<file path="config.mk">
export PLATFORM = sky130hd
export DESIGN_NAME = sync_fifo_wr_arb
export DESIGN_NICKNAME = d
export VERILOG_FILES = /design/src/rtl/sync_fifo_pkg.sv /design/src/rtl/fifo_rr_pick.sv /design/src/rtl/sync_fifo_wr_arb.sv
export SDC_FILE = /design/constraint.sdc
export NUM_CORES = 1
export LEC_CHECK = 0
export ABC_CLOCK_PERIOD_IN_PS = 2800
export BUFFER_PORTS_ARGS = -buffer_cell sky130_fd_sc_hd__buf_2
export CAP_MARGIN = 10
export CORE_MARGIN = 2
export CORE_UTILIZATION = 39
export CTS_BUF_LIST = sky130_fd_sc_hd__clkbuf_8
export CTS_CLUSTER_DIAMETER = 50
export DETAILED_ROUTE_END_ITERATION = 8
export GPL_ROUTABILITY_DRIVEN = 0
export PLACE_DENSITY = 0.89
export SLEW_MARGIN = 20
export SYNTH_ARGS = -nofsm -noshare
export SYNTH_HDL_FRONTEND = slang
export SYNTH_SLANG_ARGS = --single-unit
</file>
<file path="constraint.sdc">
create_clock -name clk_i -period 2.8 [get_ports clk_i]
set_clock_uncertainty 0.1 [all_clocks]
set_input_delay 0.42 -clock clk_i [delete_from_list [all_inputs] [get_ports clk_i]]
set_output_delay 0.42 -clock clk_i [all_outputs]
set_load 0.03 [all_outputs]
</file>
<file path="src/rtl/sync_fifo_pkg.sv">
// Purpose: shared types and helpers for the sync_fifo write-side arbiter.
// Latency: n/a (package only).
// Backpressure: n/a (package only).
//
// Contents: arbiter FSM state encoding and a constant-foldable clog2 used to
// size ports and counters from parameters.
package sync_fifo_pkg;

  typedef enum logic {
    IDLE  = 1'b0,
    GRANT = 1'b1
  } state_e;

  // Smallest r with 2**r >= value; returns 0 for value <= 1.
  function automatic int clog2(input int value);
    int r;
    r = 0;
    while ((1 << r) < value) begin
      r = r + 1;
    end
    return r;
  endfunction

endpackage

</file>
<file path="src/rtl/fifo_rr_pick.sv">
// Purpose: rotating-priority picker; first set request at or after ptr_i (mod NUM_REQ).
// Latency: purely combinational, zero cycles.
// Backpressure: none; the caller decides when the pick is consumed.
//
// Ports:
//   req_i       in   NUM_REQ  request vector
//   ptr_i       in   ID_W     index with highest priority this cycle
//   pick_oh_o   out  NUM_REQ  one-hot winner (all zero when req_i is zero)
//   pick_idx_o  out  ID_W     index of the winner (zero when req_i is zero)
module fifo_rr_pick
  import sync_fifo_pkg::*;
#(
  parameter int NUM_REQ = 4,
  parameter int ID_W    = clog2(NUM_REQ)
) (
  input  logic [NUM_REQ-1:0] req_i,
  input  logic [ID_W-1:0]    ptr_i,
  output logic [NUM_REQ-1:0] pick_oh_o,
  output logic [ID_W-1:0]    pick_idx_o
);

  logic [ID_W-1:0] idx;
  logic            found;

  // Walk the ring starting at ptr_i; the first hit wins and masks the rest.
  always_comb begin
    pick_oh_o  = '0;
    pick_idx_o = '0;
    found      = 1'b0;
    idx        = '0;
    for (int k = 0; k < NUM_REQ; k++) begin
      idx = ID_W'((int'(ptr_i) + k) % NUM_REQ);
      if (!found && req_i[idx]) begin
        found          = 1'b1;
        pick_oh_o[idx] = 1'b1;
        pick_idx_o     = idx;
      end
    end
  end

endmodule

</file>
<file path="src/rtl/sync_fifo_wr_arb.sv">
// Purpose: round-robin arbiter sharing one sync_fifo write port among NUM_REQ producers.
// Latency: 1 cycle request-to-grant; within a grant, words pass combinationally to the FIFO.
// Backpressure: fifo_full_i freezes the grant (no write, no ready, burst count held).
//
// Ports:
//   clk_i            in   1               system clock, rising edge
//   rst_ni           in   1               asynchronous active-low reset
//   req_valid_i      in   NUM_REQ         per-producer word available
//   req_data_i       in   NUM_REQ*DATA_W  producer i data at [i*DATA_W +: DATA_W]
//   req_ready_o      out  NUM_REQ         word of producer i accepted this cycle
//   fifo_full_i      in   1               FIFO cannot take a word
//   fifo_wr_en_o     out  1               FIFO write strobe
//   fifo_wr_data_o   out  DATA_W          FIFO write data
//   grant_id_o       out  clog2(NUM_REQ)  current / most recent granted producer
//   busy_o           out  1               high while a grant is held
module sync_fifo_wr_arb
  import sync_fifo_pkg::*;
#(
  parameter  int NUM_REQ   = 4,
  parameter  int DATA_W    = 16,
  parameter  int BURST_LEN = 8,
  localparam int ID_W      = clog2(NUM_REQ),
  localparam int CNT_W     = clog2(BURST_LEN + 1)
) (
  input  logic                      clk_i,
  input  logic                      rst_ni,
  input  logic [NUM_REQ-1:0]        req_valid_i,
  input  logic [NUM_REQ*DATA_W-1:0] req_data_i,
  output logic [NUM_REQ-1:0]        req_ready_o,
  input  logic                      fifo_full_i,
  output logic                      fifo_wr_en_o,
  output logic [DATA_W-1:0]         fifo_wr_data_o,
  output logic [ID_W-1:0]           grant_id_o,
  output logic                      busy_o
);

  state_e             state_q, state_d;
  logic [ID_W-1:0]    grant_q, grant_d;
  logic [ID_W-1:0]    rr_ptr_q, rr_ptr_d;
  logic [CNT_W-1:0]   cnt_q, cnt_d;

  logic [NUM_REQ-1:0] pick_oh;
  logic [ID_W-1:0]    pick_idx;
  logic               granted;
  logic               acc;
  logic               burst_done;
  logic [DATA_W-1:0]  words [NUM_REQ];

  for (genvar g = 0; g < NUM_REQ; g++) begin : g_words
    assign words[g] = req_data_i[g*DATA_W +: DATA_W];
  end

  fifo_rr_pick #(
    .NUM_REQ (NUM_REQ),
    .ID_W    (ID_W)
  ) u_pick (
    .req_i      (req_valid_i),
    .ptr_i      (rr_ptr_q),
    .pick_oh_o  (pick_oh),
    .pick_idx_o (pick_idx)
  );

  // Outputs depend only on registered state and current inputs, so the async
  // reset forcing state_q to IDLE drops every strobe immediately.
  assign granted    = (state_q == GRANT);
  assign acc        = granted & req_valid_i[grant_q] & ~fifo_full_i;
  assign burst_done = acc & (cnt_q == CNT_W'(BURST_LEN - 1));

  assign fifo_wr_en_o   = acc;
  assign req_ready_o    = acc ? (NUM_REQ'(1) << grant_q) : '0;
  assign fifo_wr_data_o = granted ? words[grant_q] : '0;
  assign grant_id_o     = grant_q;
  assign busy_o         = granted;

  always_comb begin
    state_d  = state_q;
    grant_d  = grant_q;
    rr_ptr_d = rr_ptr_q;
    cnt_d    = cnt_q;
    case (state_q)
      IDLE: begin
        if (|pick_oh) begin
          grant_d = pick_idx;
          cnt_d   = '0;
          state_d = GRANT;
        end
      end
      GRANT: begin
        if (acc) begin
          cnt_d = cnt_q + 1'b1;
        end
        // A full-burst release and a valid-drop release cannot both be live
        // (acc needs valid), and both go to IDLE with the same pointer update.
        if (burst_done || !req_valid_i[grant_q]) begin
          state_d  = IDLE;
          rr_ptr_d = (grant_q == ID_W'(NUM_REQ - 1)) ? '0 : grant_q + 1'b1;
        end
      end
    endcase
  end

  always_ff @(posedge clk_i or negedge rst_ni) begin
    if (!rst_ni) begin
      state_q  <= IDLE;
      grant_q  <= '0;
      rr_ptr_q <= '0;
      cnt_q    <= '0;
    end else begin
      state_q  <= state_d;
      grant_q  <= grant_d;
      rr_ptr_q <= rr_ptr_d;
      cnt_q    <= cnt_d;
    end
  end

endmodule
</file>
==> results.md <==
- Psw: 1120 uW
- Cell area after synthesis: 1370 sq um
- #FFs+latches synth: 9
- R2r endpoint: grant_id_o[0]
- Synth Net Count: 200
- Initial DRT Pass Iterations: 4
- RSZ-0062 raised after global routing: false
- Routed met2 length: 1990 um
- Largest cells by area after synthesis: mux4_2 34%, dfrtp_1 16%, ha_1 10%
- WL/cell: 14.4 um
- Share of cells above drive strength 1: 63.0%
- Final instance area: 1960 sq um
- DR iter-0 viols: 38
- CP endpoint: req_ready_o[2]
- Post-synthesis mux area share: 39.5%
- Hold Path Class: input pin to async pin
- Pre-CTS setup slack: 411 ps
- Fin nets: 299
- GRT overflow: 0
- Initial antenna violation count: 0
- Post-route setup slack: 367 ps
- FP Rows: 21
- Area of the core: 3360 sq um
- Peak Freq: 0.411 GHz
- I/O Pins: 95
- CP Data Required Time: 2280 ps
- Crit path kind: register to primary output
- Vias per std cell: 5.08
- CP max stage delay: 550 ps
- Seq/Total Area, Yosys: 16.4%
- Die Span X: 63.3 um
- Postcts setup bufs: 0
- R2R Setup Slk: 380 ps
- Vias: 1332
- Fin util: 58.4%
- WL final: 3780 um
- Post-synth top cells: 21 x mux4_2, 20 x and2_1, 11 x ha_1
- Clk buf depth: 2
- Ant diodes: 0
- Top Layer Used: met4
- Period Utilization, post-route: 86.9%
- Internal: 1120 uW
- Area of the die: 4010 sq um
- Post-synth EDFFs: 0
- Root Driver: clkbuf_8
- Setup Viol. Count Final: 0
- Slew Viols, Final: 0
- Simple-gate share of the synthesized area: 18.0%
- Largest family of logic cells by synthesized area: multiplexers
- Compound-Gate Fraction of Synth Area: 9.39%
- Initial Util: 40.8%
- First-pass GRT wire length: 6410 um
- Largest net degree at the start of global routing: 23
- Post-synthesis instance total: 118
- Sequential power share: 9.9%
- Post-DP HPWL: 3140 um
- Crit-path slowest cell: mux4_2
- Worst Setup End Kind: primary output
- P&R area growth vs syn: 43.0%
- Count leader, synth: mux4_2
- Port bufs: 94
- Max-cap violations: 0
- Wl on met1: 1470 um
- Antenna-violating nets left: 0
- Global Route Usage Sum: 19.9%
- Clock latency on the worst-skew pair: 240 ps
- TritonCTS Buffers: 3
- Routed wl met3: 271 um
- Clock sinks: 9
- Gate power share: 83.1%
- Critical Path AT: 1910 ps
- Number of global-route vias before repair: 1390
- Worst Setup SP: grant_id_o[0]
- Cell taking the most area after synthesis: mux4_2
- Critical-path cell list: mux4_2 -> and3b_1 -> and2_1 -> buf_2
- Rel. slew slack: 70.0%
- Setup_tns: 0 ps
- Post-synth ARST share: 100%
- XOR/XNOR Fraction of Synth Area: 1.91%
- Cell Pwr Density: 1140 nW/um^2
- Synth Warn #: 0
- Sw Ratio: 49.8%
- Ys flop type: dfrtp_1
- Yosys top cell area share: 34.5%
- Status: finished, final reports clean
- Dpl cell area: 1910 sq um
- Worst r2r path cells: 8
- TritonCTS clock tree: built
- # DRC: 0
- Clk pin slew, worst setup/hold paths: 50 ps
- Synth unique cells: 35
- Worst-path maximum fanout: 11
- H-tree depth: 1
- Crit path time final: 2430 ps
- Cell leakage power: 0.000978 uW
- Final count of hold timing violations: 0
- Max IR drop VDD: 0.000673 V
- Syn_area_per_cell: 11.6 sq um
- Critical path launch point type: register
- Die Y: 63.3 um
- Worst-margin pin slew: 446 ps
- Clock share of power: 7.0%
- Worst r2r src: rr_ptr_q[0]
- Synth Area in Adders: 10.0%
[final cells by class]
type	count	area, sq um
Clock inverter	1	3.75
Sequential cell	9	225
Multi-Input combinational cell	96	1080
Fill cell	315	1400
Inverter	5	20.0
Timing Repair Buffer	102	533
Clock buffer	3	41.3
Tap cell	46	57.6
[placed cells by master (no fill, tap or decap)]
cell type,instances
ha_1,11
o21ai_0,3
nor4_2,1
clkinv_2,1
inv_1,5
nand2_1,6
mux2_2,3
mux2i_1,2
nor2_1,6
nand4_1,1
a21oi_2,1
dfrtp_1,9
o21ai_1,2
a22oi_1,1
o21bai_4,1
clkbuf_8,3
nor4_1,1
buf_4,7
o22ai_1,1
nor2b_4,1
xor2_1,3
or4bb_1,1
and3b_1,1
mux4_2,21
mux2_4,1
o32ai_4,1
o21ba_1,1
dlygate4sd3_1,1
or2_2,1
a21boi_1,1
o2bb2ai_1,2
buf_2,94
nand2b_1,2
and2_1,20
[power groups by stage]
stage | sequential, uW | combinational (uW) | clock (uW)
detailed placement | 222 | 1870 | 0
CTS | 222 | 1880 | 158
floorplan | 282 | 1390 | 0
finish | 222 | 1860 | 156
global placement | 223 | 1830 | 0
global route | 226 | 2030 | 163
[metal layers]
layer  vias up  GRT usage [%]
met5         -              0
met4         0           5.71
met3         7           4.82
met2        50           35.4
met1       636           23.8
li1        639              -
[critical path, delay by kind of cell, from the launching register on]
kind                   cells  cell delay [ps]
flip-flops                 1              420
multiplexers               1              550
AND/OR/NAND/NOR            2              530
buffers and inverters      1              170
[registers in the layout, indices dropped and copies added (netlist names)]
signal / flops
grant_id_o: 2
rr_ptr_q: 2
busy_o: 1
cnt_q: 4
[metrics by stage]
step | cells | hold WS (ps) | power (uW)
3_3_place_gp | 257 | 178 | 2050
5_1_grt | 262 | 465 | 2420
4_1_cts | 262 | 457 | 2260
3_5_place_dp | 257 | 185 | 2090
2_1_floorplan | 118 | 24.4 | 1670
6_report | 262 | 457 | 2240
[how the worst min path moves through the flow]
stage,from,depth (start not counted),to,slack [ps]
after detailed placement,rst_ni,1,rr_ptr_q[1],190
final,rst_ni,2,rr_ptr_q[0],460
after CTS,rst_ni,2,rr_ptr_q[1],460
after global routing,cnt_q[3],2,cnt_q[3],470
after floorplan,rst_ni,0,busy_o,20
after global placement,rst_ni,1,rr_ptr_q[1],180
[repair_timing]
| action | CTS | global route |
|---|---|---|
| hold endpoints to repair | 9 | 0 |
| resized for setup | 0 | 0 |
| hold buffers | 1 | 0 |
[cell families (layout without fill, tap and decap cells)]
family | after synthesis | count (layout)
XOR/XNOR | 3 | 3
adder cells (fa/ha/maj) | 11 | 11
AO/OA/AOI/OAI | 14 | 14
buffers and inverters | 13 | 111
multiplexers | 27 | 27
flip-flops | 9 | 9
AND/OR/NAND/NOR | 41 | 41
(Power assumes the default switching activity.)
